<file path="src/rtl/irda_tx_mode_ctrl_pkg.sv">
// Shared mode/state encodings and a small helper for the IrDA TX mode controller.
package irda_tx_mode_ctrl_pkg;

    localparam logic [1:0] IRDA_MODE_SIR  = 2'b00;
    localparam logic [1:0] IRDA_MODE_MIR  = 2'b01;
    localparam logic [1:0] IRDA_MODE_FIR  = 2'b10;
    localparam logic [1:0] IRDA_MODE_RSVD = 2'b11;

    typedef enum logic [1:0] {
        ST_OFF    = 2'b00,
        ST_ACTIVE = 2'b01,
        ST_DRAIN  = 2'b10,
        ST_GUARD  = 2'b11
    } irda_state_t;

    // Busy flag of the encoder that belongs to a given mode; reserved mode is never busy.
    function automatic logic mode_busy(input logic [1:0] mode,
                                       input logic sir_busy,
                                       input logic mir_busy,
                                       input logic fir_busy);
        logic b;
        b = 1'b0;
        case (mode)
            IRDA_MODE_SIR: b = sir_busy;
            IRDA_MODE_MIR: b = mir_busy;
            IRDA_MODE_FIR: b = fir_busy;
            default:       b = 1'b0;
        endcase
        return b;
    endfunction

endpackage

</file>
<file path="src/rtl/irda_tx_mode_ctrl_sip_sched.sv">
// SIP scheduler: free-running period down-counter plus a pending flag.
// 'run' and 'busy' describe the cycle that follows the current edge, so
// sip_start is registered yet can fire on the very first ACTIVE cycle.
module irda_tx_mode_ctrl_sip_sched #(
    parameter int SIP_PERIOD = 20000000,
    parameter int CNT_W      = 25
) (
    input  logic clk,
    input  logic wb_rst_i,
    input  logic run,
    input  logic busy,
    input  logic sip_busy,
    output logic sip_start
);

    localparam logic [CNT_W-1:0] RELOAD = CNT_W'(SIP_PERIOD - 1);

    logic [CNT_W-1:0] period_cnt;
    logic             sip_pending;
    logic             run_q;
    logic             run_rise;
    logic             period_due;
    logic             pending_eff;
    logic             fire;

    assign run_rise    = run && !run_q;
    assign period_due  = run && run_q && (period_cnt == '0);
    assign pending_eff = sip_pending || run_rise || period_due;
    assign fire        = run && pending_eff && !busy && !sip_busy;

    // Period counter keeps its grid regardless of deferred pulses; pending holds a deferred SIP.
    always_ff @(posedge clk or posedge wb_rst_i) begin
        if (wb_rst_i) begin
            period_cnt  <= '0;
            sip_pending <= 1'b0;
            run_q       <= 1'b0;
            sip_start   <= 1'b0;
        end else begin
            run_q       <= run;
            sip_start   <= fire;
            sip_pending <= run && pending_eff && !fire;
            if (!run || run_rise || period_cnt == '0)
                period_cnt <= RELOAD;
            else
                period_cnt <= period_cnt - 1'b1;
        end
    end

endmodule

</file>
<file path="src/rtl/irda_tx_mode_ctrl.sv">
// IrDA TX mode controller: owns the output mux select/mode and encoder enables,
// switches modes only after draining the active encoder and a deselected guard.
//   state  | meaning
//   OFF    | transmitter idle, output deselected
//   ACTIVE | cur_mode encoder enabled, output selected
//   DRAIN  | enables dropped, waiting for encoder and SIP to go idle
//   GUARD  | output deselected for GUARD_CYCLES before applying the new mode
module irda_tx_mode_ctrl
    import irda_tx_mode_ctrl_pkg::*;
#(
    parameter int GUARD_CYCLES = 16,
    parameter int SIP_PERIOD   = 20000000,
    parameter int CNT_W        = 25
) (
    input  logic       clk,
    input  logic       wb_rst_i,
    input  logic       tx_enable,
    input  logic [1:0] req_mode,
    input  logic       sip_en,
    input  logic       sir_busy,
    input  logic       mir_busy,
    input  logic       fir_busy,
    input  logic       sip_busy,
    output logic       tx_select,
    output logic       fast_mode,
    output logic       mir_mode,
    output logic       sir_en,
    output logic       mir_en,
    output logic       fir_en,
    output logic       sip_start,
    output logic [1:0] cur_mode,
    output logic       switching
);

    localparam logic [CNT_W-1:0] GUARD_LOAD = CNT_W'(GUARD_CYCLES - 1);

    irda_state_t      state;
    irda_state_t      state_nxt;
    logic [1:0]       mode_nxt;
    logic [CNT_W-1:0] guard_cnt;
    logic             req_ok;
    logic             cur_busy;
    logic             nxt_busy;
    logic             run_nxt;

    assign req_ok   = (req_mode != IRDA_MODE_RSVD);
    assign cur_busy = mode_busy(cur_mode, sir_busy, mir_busy, fir_busy);
    assign nxt_busy = mode_busy(mode_nxt, sir_busy, mir_busy, fir_busy);
    assign run_nxt  = (state_nxt == ST_ACTIVE) && (mode_nxt != IRDA_MODE_SIR) && sip_en;

    // Next state and next applied mode; outputs are registered from these.
    always_comb begin
        state_nxt = state;
        mode_nxt  = cur_mode;
        case (state)
            ST_OFF: begin
                if (tx_enable && req_ok) begin
                    state_nxt = ST_ACTIVE;
                    mode_nxt  = req_mode;
                end
            end
            ST_ACTIVE: begin
                if (!tx_enable || (req_ok && req_mode != cur_mode))
                    state_nxt = ST_DRAIN;
            end
            ST_DRAIN: begin
                if (!cur_busy && !sip_busy)
                    state_nxt = ST_GUARD;
            end
            ST_GUARD: begin
                if (guard_cnt == '0) begin
                    if (!tx_enable) begin
                        state_nxt = ST_OFF;
                    end else begin
                        state_nxt = ST_ACTIVE;
                        if (req_ok)
                            mode_nxt = req_mode;
                    end
                end
            end
            default: state_nxt = ST_OFF;
        endcase
    end

    // State, guard timer and all mode-dependent outputs, registered together.
    always_ff @(posedge clk or posedge wb_rst_i) begin
        if (wb_rst_i) begin
            state     <= ST_OFF;
            cur_mode  <= IRDA_MODE_SIR;
            guard_cnt <= '0;
            tx_select <= 1'b0;
            fast_mode <= 1'b0;
            mir_mode  <= 1'b0;
            sir_en    <= 1'b0;
            mir_en    <= 1'b0;
            fir_en    <= 1'b0;
            switching <= 1'b0;
        end else begin
            state    <= state_nxt;
            cur_mode <= mode_nxt;
            if (state == ST_DRAIN && state_nxt == ST_GUARD)
                guard_cnt <= GUARD_LOAD;
            else if (state == ST_GUARD && guard_cnt != '0)
                guard_cnt <= guard_cnt - 1'b1;
            tx_select <= (state_nxt == ST_ACTIVE) || (state_nxt == ST_DRAIN);
            switching <= (state_nxt == ST_DRAIN) || (state_nxt == ST_GUARD);
            fast_mode <= (mode_nxt != IRDA_MODE_SIR);
            mir_mode  <= (mode_nxt == IRDA_MODE_MIR);
            sir_en    <= (state_nxt == ST_ACTIVE) && (mode_nxt == IRDA_MODE_SIR);
            mir_en    <= (state_nxt == ST_ACTIVE) && (mode_nxt == IRDA_MODE_MIR);
            fir_en    <= (state_nxt == ST_ACTIVE) && (mode_nxt == IRDA_MODE_FIR);
        end
    end

    irda_tx_mode_ctrl_sip_sched #(
        .SIP_PERIOD (SIP_PERIOD),
        .CNT_W      (CNT_W)
    ) u_sip_sched (
        .clk       (clk),
        .wb_rst_i  (wb_rst_i),
        .run       (run_nxt),
        .busy      (nxt_busy),
        .sip_busy  (sip_busy),
        .sip_start (sip_start)
    );

endmodule

</file>
<file path="config.mk">
export PLATFORM = sky130hd
export DESIGN_NAME = irda_tx_mode_ctrl
export DESIGN_NICKNAME = d
export VERILOG_FILES = /design/src/rtl/irda_tx_mode_ctrl_pkg.sv /design/src/rtl/irda_tx_mode_ctrl_sip_sched.sv /design/src/rtl/irda_tx_mode_ctrl.sv
export SDC_FILE = /design/constraint.sdc
export NUM_CORES = 1
export LEC_CHECK = 0
export BUFFER_PORTS_ARGS = -buffer_cell sky130_fd_sc_hd__buf_2
export CAP_MARGIN = 20
export CORE_ASPECT_RATIO = 0.7
export CORE_MARGIN = 2
export CORE_UTILIZATION = 25
export CTS_CLUSTER_SIZE = 8
export DETAILED_ROUTE_END_ITERATION = 6
export PLACE_DENSITY_LB_ADDON = 0.1
export SYNTH_ARGS = -nofsm -noshare
export SYNTH_HDL_FRONTEND = slang
export SYNTH_SLANG_ARGS = --single-unit
</file>
<file path="constraint.sdc">
create_clock -name clk -period 4.1 [get_ports clk]
set_input_delay 0.82 -clock clk [delete_from_list [all_inputs] [get_ports clk]]
set_output_delay 0.82 -clock clk [all_outputs]
set_load 0.01 [all_outputs]
</file>
==> flow_metrics.tcl, run 1 <==
set metrics [dict create \
    worstPathArrival_ns 3.97 \
    total_negative_setup_slacks_ns 0 \
    routed_wire_length_per_instance_um 14.26 \
    post_synth_instance_area_um2 3481 \
    detailed_place.area_um2 3794 \
    fmax_mhz 267.1 \
    number_of_antenna_violations_at_the_first_check_in_global_routing 0 \
    floorplan.initialDensity_pct 25.34 \
    post_cts_hold_buffer_count 0 \
    library_cell_with_the_largest_summed_area_after_synthesis "sky130_fd_sc_hd__dfrtp_1" \
    max_slew_margin_pct 38.80 \
    final_area_um2 4139 \
    place.detailed.instances 554 \
    drt_wl_total_um 8131 \
    ctsRootBufferMaster "sky130_fd_sc_hd__clkbuf_16" \
    p_per_area_nw_per_um2 646.9 \
    synthesis.area_per_instance_um2 9.945 \
    worst_ir_drop_vdd_uv 245.0 \
    path_class "reg2reg" \
    dr.pass1.iters 4 \
    die_x_um 145.0 \
    final_ws_setup_ns 0.3559 \
    htreeDepth 3 \
    synthesis.nets 370 \
    critical_path.top_delay_family "simple AND/OR/NAND/NOR gates" \
    grt_pass1_wl_um 13730 \
    clkTransAtPathRegs_ns 0.06 \
    timing.final.crit_share_pct 91.32 \
    finalNetCount 395 \
    crit_path_cells "nor4_2 > nand4_2 > nor3_1 > mux2i_1 > nor2b_1 > o32a_1 > ha_1 > and2_1 > o21ai_0 > o31a_2 > o21a_1" \
    synth_edf_count 0 \
    drt_first_iter_violations 160 \
    pins_over_slew_limit 0 \
    min-delay-path-class "reg2reg" \
    rsz_0062_raised_after_global_routing "false" \
    netlist.area_leader.share_pct 46.01 \
    fin_hold_ws_ns 0.4880 \
    finalNonFillerCells 570 \
    number_of_buffers_created_by_cts 9 \
    synth_seq_cells 64 \
    num_io_pins 20 \
    period_minus_slack_ns 3.744 \
    timing.critical_path.required_ns 4.33 \
    run_status "finished clean" \
    synthArstFlopShare_pct 100.0 \
    grt_remaining_overflow 0 \
    worstPathBufferInverterCount 0 \
    finalSetupViolations 0 \
    tritoncts "done" \
    place.detailed.hpwl_um 5655 \
    critical-path-max-stage-delay_ns 0.50 \
    final_util_pct 30.13 \
    die_height_um 102.7 \
    number_of_rows_in_the_core_area 36 \
    place.gp.congestion 0.7554 \
    antenna_violating_nets_post_route 0 \
    synth_flop_cell "sky130_fd_sc_hd__dfrtp_1" \
    postSynthCellCount 350 \
    layout-drive-gt1-share_pct 18.68 \
    cp-start-kind "register" \
    cts_setup_buffers 0 \
    pre_cts_ws_ns 0.3893 \
    critical_path_end_type "register" \
    cpMaxStageDelayCell "sky130_fd_sc_hd__nor4_2" \
    area_growth_pct 18.91 \
    max_slew.worst_pin.slew_ns 0.9038 \
    ys.warnings.count 0 \
    num_vias 2619 \
    final-hold-violation-count 0 \
    crit_path_max_fanout 13 \
    fillerInstances 1445 \
    route.detailed.drc 0 \
    worstSkewPairLatency_ns 0.33 \
    design.die.area_um2 14900 \
    avgViaCountPerCell 4.595 \
    synth_sequential_area_ratio_pct 46.01 \
    p_total_mw 2.678 \
    p_leak_nw 1.692 \
    grt_util_all_layers_pct 11.75 \
    std_cell_core_area_um2 13740 \
    clock_tree.buffer_depth 2 \
    synth_top_cells_by_area "sky130_fd_sc_hd__dfrtp_1, sky130_fd_sc_hd__xnor2_1, sky130_fd_sc_hd__nor2_1" \
    yosys.cell_types.count 67 \
    first_global_vias 2540 \
    cts_resized 0 \
    largest_net_degree_at_the_start_of_global_routing 65 \
    timing.clock.skew_ns 0.006355 \
    reg2reg_setup_slack_ns 0.36 \
    n_antenna_cell 0 \
    count_of_clock_tree_sinks 64 \
    port-buffer-count 19 \
    max-cap-violations 0 \
]
## cell usage after synthesis, drive strengths merged (4+ instances only)
library cell,count
nor4,10
xor2,15
xnor2,22
o21ai,9
o211ai,6
and3,4
a21oi,8
inv,18
nor2,51
or3,12
clkbuf,6
ha,10
nand2,30
nor3,19
or4,8
dfrtp,64
## state kept, by name (all words and copies together) (netlist names), 2 cells and up
register and count:
state 2, guard_cnt 25, u_sip_sched.period_cnt 25, cur_mode 2
## worst reg2reg max path, cell delays in order, from the launching register on
cell	delay, ns
sky130_fd_sc_hd__dfrtp_1	0.44
sky130_fd_sc_hd__nor4_2	0.50
sky130_fd_sc_hd__nand4_2	0.36
sky130_fd_sc_hd__nor3_1	0.33
sky130_fd_sc_hd__mux2i_1	0.12
sky130_fd_sc_hd__nor2b_1	0.16
sky130_fd_sc_hd__o32a_1	0.23
sky130_fd_sc_hd__ha_1	0.19
sky130_fd_sc_hd__and2_1	0.49
sky130_fd_sc_hd__o21ai_0	0.30
sky130_fd_sc_hd__o31a_2	0.35
sky130_fd_sc_hd__o21a_1	0.18
## layout make-up
| cell class | instances | area [µm²] | share of cell area, % |
|---|---|---|---|
| flip-flops and latches | 64 | 1602 | 38.69 |
| repair buffers | 24 | 145.1 | 3.507 |
| inverters | 18 | 67.56 | 1.632 |
| well taps | 190 | 237.7 | 5.744 |
| multi-input cells | 258 | 1742 | 42.08 |
| clock inverters | 7 | 120.1 | 2.902 |
| clock buffers | 9 | 225.2 | 5.441 |
## metal layers
layer  vias up  part of all wire [%]  GRT usage [%]
li1       1293                     -              -
met1      1271                    57          18.17
met2        45                    38          15.49
met3        10                   4.3          2.965
met4         0                   1.1          4.113
met5         -                     0              0
## power breakdown
group	switching, mW	internal (mW)	total, mW
logic	0.535	0.355	0.890
registers	0.142	0.755	0.897
clock network	0.297	0.593	0.891
## layout by cell type, fill, tap and decap left out, drive strengths merged, types with 6 or more instances in the layout
master	netlist	layout
buf	2	24
dfrtp	64	64
o21ai	9	9
nor2	51	51
ha	10	10
or3	12	12
nand2	30	30
xnor2	22	22
clkbuf	6	9
xor2	15	15
or4	8	8
inv	18	18
nor3	19	19
o211ai	6	6
a21oi	8	8
nor4	10	10
## final timing paths
check,from,endpoint,cells after the start
worst max-delay path,guard_cnt[3],guard_cnt[17],11
worst min-delay path,u_sip_sched.period_cnt[0],u_sip_sched.period_cnt[0],1
worst max register to register,guard_cnt[3],guard_cnt[17],11
worst min register to register,u_sip_sched.period_cnt[0],u_sip_sched.period_cnt[0],1
max in group asynchronous,wb_rst_i,guard_cnt[21],3
min in group asynchronous,wb_rst_i,guard_cnt[14],3
## logic make-up (layout without fill, tap and decap cells)
| kind of cell | count (synthesis) | in the layout | synth area share, % |
|---|---|---|---|
| flops | 64 | 64 | 46.01 |
| fa+ha+maj | 10 | 10 | 3.595 |
| buf+inv | 28 | 58 | 3.954 |
| simple gates | 154 | 154 | 23.65 |
| mux | 2 | 2 | 0.5751 |
| compound gates | 55 | 55 | 12.91 |
| xor+xnor | 37 | 37 | 9.310 |
Note: power is estimated with default switching activity, not from simulation.
==> run 2: changes to the inputs <==
ABC_AREA = 1   (was not set)
SYNTH_HIERARCHICAL = 1   (was not set)
==> run 2 against run 1 <==
First-iteration DRC count shrank 0.63%. Sequential power shrank 3.0%. Core utilization is 0.34 points higher. Hold slack worse by 0.15 ns. Count of clock-buffer cells in the layout did not move. Critical path type unchanged. Largest cell class unchanged.
==> flow_metrics.tcl, run 2 <==
set metrics [dict create \
    crit_path_cells "inv_1 > ha_1 > nand2_1 > nor2_1 > nand3_1 > nor2_4 > inv_2 > nand2_4 > o211ai_1 > nand2_1 > o21ai_0 > inv_1 > ha_1 > nand2_1 > a21oi_1 > nand2_1 > nor2_4 > inv_2 > nor2_1" \
    largest_net_degree_at_the_start_of_global_routing 35 \
    critical_path_end_type "register" \
    fmax_mhz 310.5 \
    antenna_violating_nets_post_route 0 \
    total_negative_setup_slacks_ns 0 \
    reg2reg_setup_slack_ns 0.88 \
    critical-path-max-stage-delay_ns 0.41 \
    synthesis.area_per_instance_um2 7.461 \
    num_vias 3119 \
    ys.warnings.count 6 \
    htreeDepth 3 \
    synthesis.nets 509 \
    max-cap-violations 0 \
    tritoncts "done" \
    path_class "reg2reg" \
    first_global_vias 3071 \
    largestRegisters "guard_cnt x25, u_sip_sched/period_cnt x25" \
    worstSkewPairLatency_ns 0.33 \
    grt_remaining_overflow 0 \
    crit_path_max_fanout 17 \
    layout.cells.most_common_list "sky130_fd_sc_hd__nor2_1, sky130_fd_sc_hd__nand2_1, sky130_fd_sc_hd__inv_1" \
    worst_ir_drop_vdd_uv 216.7 \
    timing.final.crit_share_pct 78.54 \
    finalSetupViolations 0 \
    synth_commonest_cells "sky130_fd_sc_hd__nor2_1, sky130_fd_sc_hd__nand2_1, sky130_fd_sc_hd__inv_1" \
    max_slew_margin_pct 68.54 \
    synth_top_cells_by_area "sky130_fd_sc_hd__dfrtp_1, sky130_fd_sc_hd__nor2_1, sky130_fd_sc_hd__nand2_1" \
    die_height_um 105.3 \
    synthArstFlopShare_pct 100.0 \
    layout_commonest_cell "sky130_fd_sc_hd__nor2_1" \
    yosys.cell_types.count 31 \
    layout-drive-gt1-share_pct 14.67 \
    max_slew.worst_pin.slew_ns 0.4719 \
    final_util_pct 30.47 \
    synth_seq_cells 63 \
    p_per_area_nw_per_um2 594.3 \
    min-delay-path-class "in2async" \
    die_x_um 148.7 \
    clock_tree.buffer_depth 2 \
    routed_wire_length_per_instance_um 12.45 \
    timing.rr.end "u_sip_sched/period_cnt[19]" \
    clkTransAtPathRegs_ns 0.06 \
    avgViaCountPerCell 4.362 \
    rsz_0062_raised_after_global_routing "false" \
    route.detailed.drc 0 \
    synth_edf_count 0 \
    final_area_um2 4295 \
    rr_startpoint "guard_cnt[0]" \
    n_antenna_cell 0 \
    ctsRootBufferMaster "sky130_fd_sc_hd__clkbuf_16" \
    timing.critical_path.required_ns 4.36 \
    cpMaxStageDelayCell "sky130_fd_sc_hd__nor2_4" \
    drt_first_iter_violations 159 \
    pins_over_slew_limit 0 \
    post_cts_hold_buffer_count 0 \
    count_of_clock_tree_sinks 63 \
    reg2regPathDepth 19 \
    grt_pass1_wl_um 15250 \
    drt_wl_total_um 8905 \
    grt_util_all_layers_pct 12.31 \
    number_of_antenna_violations_at_the_first_check_in_global_routing 0 \
    place.detailed.hpwl_um 6598 \
    period_minus_slack_ns 3.220 \
    cp-start-kind "register" \
    netlist.area_leader.share_pct 43.03 \
    fillerInstances 1514 \
    library_cell_with_the_largest_summed_area_after_synthesis "sky130_fd_sc_hd__dfrtp_1" \
    multi_input_area_um2 1772 \
    synth_flop_cell "sky130_fd_sc_hd__dfrtp_1" \
    dr.pass1.iters 4 \
    port-buffer-count 19 \
    yosys.cell_count.top_type "sky130_fd_sc_hd__nor2_1" \
    number_of_buffers_created_by_cts 9 \
    postSynthCellCount 491 \
    cts_setup_buffers 0 \
    num_io_pins 20 \
    detailed_place.area_um2 3989 \
    synth_sequential_area_ratio_pct 43.03 \
    run_status "finished clean" \
    timing.clock.skew_ns 0.009523 \
    seq_area_um2 1577 \
    std_cell_core_area_um2 14100 \
    final-hold-violation-count 0 \
    crit_path_frequent_cell "sky130_fd_sc_hd__nand2_1" \
    cts_resized 0 \
    floorplan.initialDensity_pct 25.99 \
    design.die.area_um2 15650 \
    number_of_rows_in_the_core_area 36 \
    place.gp.congestion 0.8466 \
    worstPathArrival_ns 3.48 \
    post_synth_instance_area_um2 3664 \
    finalNetCount 538 \
    area_growth_pct 17.25 \
    p_leak_nw 2.041 \
]
-- run 2: changes by cell type in the layout (fill, tap and decap cells not counted), moves of 12 or more --
| cell | change |
|---|---|
| sky130_fd_sc_hd__nand2_1 | +70 |
| sky130_fd_sc_hd__inv_1 | +54 |
| sky130_fd_sc_hd__nor2_1 | +43 |
| sky130_fd_sc_hd__nand3_1 | +26 |
| sky130_fd_sc_hd__o21ai_0 | +21 |
| sky130_fd_sc_hd__xnor2_1 | -21 |
| sky130_fd_sc_hd__nor2_2 | +12 |
| sky130_fd_sc_hd__nor3_1 | -12 |
-- run 2: per-layer routing --
layer	global-route usage, %	vias up	part of all wire (%)
met4	3.401	0	0.83
met5	0	-	0
met1	19.37	1435	57
met2	16.07	67	38
li1	-	1611	-
met3	3.333	6	4.7
-- run 2: area by class of cell --
type	instances	share of cell area [%]
clock buffer	9	5.243
clock inverter	7	1.893
inverter	76	6.641
multi-input combinational	348	41.25
sequential	63	36.70
tap	190	5.535
timing repair buffer	22	2.738
-- run 2: logic make-up after synthesis --
kind of cell,share of synthesized area (%)
xor+xnor,2.869
flops,43.03
buf+inv,8.607
simple gates,33.16
fa+ha+maj,2.732
compound gates,9.597
-- run 2: worst max-delay path by stage --
| stage | from | to | slack (ns) | depth (start not counted) |
|---|---|---|---|---|
| after floorplan | req_mode[1] | u_sip_sched/period_cnt[21] | 1.51 | 16 |
| final | guard_cnt[0] | u_sip_sched/period_cnt[19] | 0.88 | 19 |
| after detailed placement | req_mode[1] | u_sip_sched/period_cnt[19] | 0.83 | 17 |
| after global routing | guard_cnt[0] | u_sip_sched/period_cnt[19] | 0.50 | 19 |
| after CTS | guard_cnt[0] | u_sip_sched/period_cnt[19] | 0.84 | 19 |
| after global placement | req_mode[1] | u_sip_sched/period_cnt[17] | 0.91 | 17 |
-- run 2: through the flow --
stage | setup WS, ns | cells | hold WS [ns] | total power [mW]
detailed placement | 0.8289 | 699 | 0.4293 | 1.772
CTS | 0.8375 | 715 | 0.3157 | 2.594
global route | 0.5040 | 715 | 0.3149 | 2.771
floorplan | 1.510 | 491 | 0.4091 | 1.536
finish | 0.8799 | 715 | 0.3342 | 2.553
global placement | 0.9122 | 699 | 0.4257 | 1.786
-- run 2: worst max-delay path: cells and delay by family (launching register included) --
kind	cells	cell delay (ns)
buffers and inverters	4	0.48
AOI/OAI and AO/OA	3	0.44
and+or+nand+nor	10	1.47
DFF	1	0.35
adders and majority gates	2	0.41
-- run 2: where the power goes --
group	switching, mW	total (mW)	leakage, nW	internal, mW
sequential	0.116	0.870	0.772	0.754
clock	0.312	0.790	0.147	0.478
combinational	0.591	0.893	1.12	0.302
==> run 3: changes to the inputs <==
ABC_AREA = 0   (was 1)
clock period = 2.85 ns   (was 4.1 ns; I/O delays follow)
==> run 3 against run 2 <==
The run now ends with negative setup slack left. Critical path type unchanged. Synthesized cell count decreased by 31%. Total power increased by 53%. Non-clock buffer count increased by 57. Critical path depth decreased by 5. Sequential share of layout area decreased by 2.2 points. Global-route usage increased by 0.66 points. Setup slack got worse by 0.95 ns. Hold slack got worse by 0.026 ns. Largest cell class unchanged. Critical endpoint is now guard_cnt[18]. Area after synthesis decreased by 8.0%.
==> flow_metrics.tcl, run 3 <==
set metrics [dict create \
    run_status "complete, but fails checks" \
    violations "negative setup slack" \
    grt_util_all_layers_pct 12.97 \
    antenna_violating_nets_post_route 0 \
    num_vias 2729 \
    area_growth_pct 35.63 \
    largest_net_degree_at_the_start_of_global_routing 36 \
    synth_top_cells_by_area "sky130_fd_sc_hd__dfrtp_1, sky130_fd_sc_hd__xnor2_1, sky130_fd_sc_hd__nor2_1" \
    worstSkewPairLatency_ns 0.33 \
    floorplan.initialDensity_pct 25.57 \
    clkTransAtPathRegs_ns 0.06 \
    n_antenna_cell 0 \
    grt_pass1_wl_um 14370 \
    synthArstFlopShare_pct 100.0 \
    library_cell_with_the_largest_summed_area_after_synthesis "sky130_fd_sc_hd__dfrtp_1" \
    avgViaCountPerCell 4.437 \
    cp-start-kind "register" \
    p_total_mw 3.916 \
    ctsRootBufferMaster "sky130_fd_sc_hd__clkbuf_16" \
    number_of_rows_in_the_core_area 35 \
    crit_path_cells "inv_1 > ha_2 > or4b_4 > nor4_4 > a21boi_2 > a21o_1 > a21oi_2 > o21ai_1 > ha_2 > and2_4 > o211ai_1 > buf_4 > xnor2_1 > nor2_1" \
    number_of_buffers_created_by_cts 9 \
    place.detailed.hpwl_um 6104 \
    grt_remaining_overflow 0 \
    min-delay-path-class "in2async" \
    synth_simple_gate_area_share_pct 26.73 \
    p_leak_nw 1.867 \
    timing.final.crit_share_pct 102.5 \
    timing.clock.skew_ns 0.006599 \
    max-cap-violations 0 \
    netlist.area_leader.share_pct 46.77 \
    synth_seq_cells 63 \
    reg2reg_setup_slack_ns -0.07 \
    path_class "reg2reg" \
    die_height_um 101.2 \
    layout_commonest_cell "sky130_fd_sc_hd__dfrtp_1" \
    synthesis.area_per_instance_um2 9.885 \
    design.die.area_um2 14440 \
    final_ws_setup_ns -0.06991 \
    tritoncts "done" \
    reg2regPathDepth 14 \
    count_of_clock_tree_sinks 63 \
    finalSetupViolations 16 \
    worst_ir_drop_vdd_uv 298.5 \
    cpMaxStageDelayCell "sky130_fd_sc_hd__or4b_4" \
    number_of_antenna_violations_at_the_first_check_in_global_routing 0 \
    crit_path_frequent_cell "sky130_fd_sc_hd__ha_2" \
    fmax_mhz 342.5 \
    first_global_vias 2709 \
    dr.pass1.iters 4 \
    layout-drive-gt1-share_pct 33.26 \
    synth_top_family_by_area "simple AND/OR/NAND/NOR gates" \
    synth_mux_area_share_pct 0.8909 \
    yosys.cell_count.top_type "sky130_fd_sc_hd__dfrtp_1" \
    synth-xor-area-share_pct 10.13 \
    synth_flop_cell "sky130_fd_sc_hd__dfrtp_1" \
    pre_cts_ws_ns -0.2163 \
    synth_sequential_area_ratio_pct 46.77 \
    rr_startpoint "guard_cnt[0]" \
    max_slew_margin_pct 48.19 \
    worstPathArrival_ns 3.14 \
    place.gp.congestion 0.7357 \
    period_minus_slack_ns 2.920 \
    yosys.area_share.adder_pct 2.970 \
    synth_edf_count 0 \
    port-buffer-count 19 \
    timing.rr.end "guard_cnt[18]" \
    die_x_um 142.8 \
    critical-path-max-stage-delay_ns 0.49 \
    final-hold-violation-count 0 \
    std_cell_core_area_um2 13180 \
    yosys.cell_types.count 60 \
    pins_over_slew_limit 0 \
    layout.cells.most_common_list "sky130_fd_sc_hd__dfrtp_1, sky130_fd_sc_hd__buf_4, sky130_fd_sc_hd__nor2_1" \
    synth_compound_area_share_pct 9.688 \
    rsz_0062_raised_after_global_routing "true" \
    drt_wl_total_um 8424 \
    post_cts_hold_buffer_count 0 \
    finalNetCount 443 \
    synthesis.nets 359 \
    timing.critical_path.required_ns 3.07 \
    drt_first_iter_violations 116 \
    htreeDepth 3 \
    ys.warnings.count 6 \
    clock_tree.buffer_depth 2 \
    synth_commonest_cells "sky130_fd_sc_hd__dfrtp_1, sky130_fd_sc_hd__nor2_1, sky130_fd_sc_hd__nand2_1" \
    largestRegisters "guard_cnt x25, u_sip_sched/period_cnt x25" \
    critical_path_end_type "register" \
    routed_wire_length_per_instance_um 13.70 \
    crit_path_max_fanout 7 \
    post_synth_instance_area_um2 3371 \
    p_per_area_nw_per_um2 856.6 \
    postSynthCellCount 341 \
    route.detailed.drc 0 \
    num_io_pins 20 \
    max_slew.worst_pin.slew_ns 0.7650 \
]
-- run 3: cell count changes after synthesis, sizes merged, moves of 8 or more --
cell   delta
nand2    -72
nor2     -72
nand3    -20
o21ai    -27
inv      -61
xnor2    +22
a21oi    -10
nor4     +13
or3       +8
nor3     +17
-- run 3: worst max-delay path, delay by kind of cell, from the launching register on --
kind | cells | cell delay, ns
xor gates and xnor gates | 1 | 0.10
adders and majority gates | 2 | 0.39
AOI/OAI and AO/OA | 5 | 0.79
DFF | 1 | 0.38
buffers and inverters | 2 | 0.22
and+or+nand+nor | 4 | 0.93
-- run 3: where the power goes --
| part | internal (mW) | switching (mW) | total (mW) |
|---|---|---|---|
| Clock | 0.705 | 0.424 | 1.13 |
| Sequential | 1.10 | 0.178 | 1.28 |
| Combinational | 0.757 | 0.749 | 1.51 |
| Total | 2.57 | 1.35 | 3.92 |
-- run 3: area by class of cell --
type / instances / area (µm²)
fill: 1345 / 8610
multi-input combinational: 257 / 1831
sequential: 63 / 1577
timing repair buffer: 79 / 569.3
clock buffer: 10 / 239.0
tap: 185 / 231.5
clock inverter: 6 / 68.82
inverter: 15 / 56.30
-- run 3: timing repair --
action                                  in CTS  in global routing
endpoints found under the setup margin      45                 48
pin swaps                                    3                  6
gates resized for setup                      5                 21
endpoints found under the hold margin        0                  0
buffers inserted                             4                  2
-- run 3: metal layers --
| layer | GRT usage [%] | vias to the layer above | routed length (µm) |
|---|---|---|---|
| li1 | - | 1377 | - |
| met1 | 20.11 | 1296 | 4857 |
| met2 | 17.01 | 44 | 3097 |
| met3 | 3.735 | 12 | 359 |
| met4 | 4.113 | 0 | 109 |
| met5 | 0 | - | 0 |
-- run 3: worst max-delay path by stage --
stage                  from                    endpoint  slack, ns  cells after the start
2_1_floorplan  guard_cnt[0]               guard_cnt[20]      -0.11                     14
3_3_place_gp   guard_cnt[0]  u_sip_sched/period_cnt[10]      -0.17                     15
3_5_place_dp   guard_cnt[0]               guard_cnt[20]      -0.22                     14
4_1_cts        guard_cnt[0]  u_sip_sched/period_cnt[10]      -0.06                     15
5_1_grt        guard_cnt[1]               guard_cnt[18]      -0.26                     14
6_report       guard_cnt[0]               guard_cnt[18]      -0.07                     14
-- run 3: cell families after synthesis --
group | count (synthesis)
and+or+nand+nor | 163
DFF | 63
AOI/OAI and AO/OA | 44
xor gates and xnor gates | 39
buffers and inverters | 21
adders and majority gates | 8
muxes | 3
-- run 3: per-stage QoR --
step | area, µm² | util [%] | setup TNS (ns) | instances | hold WS [ns]
floorplan | 3418 | - | -0.4852 | 341 | 0.4261
global placement | 4116 | 31.23 | -3.495 | 593 | 0.4398
detailed placement | 4116 | 31.23 | -4.245 | 593 | 0.4604
CTS | 4479 | 33.98 | -0.3614 | 613 | 0.3240
global route | 4572 | 34.68 | -5.899 | 615 | 0.3467
finish | 4572 | 34.68 | -0.2996 | 615 | 0.3078
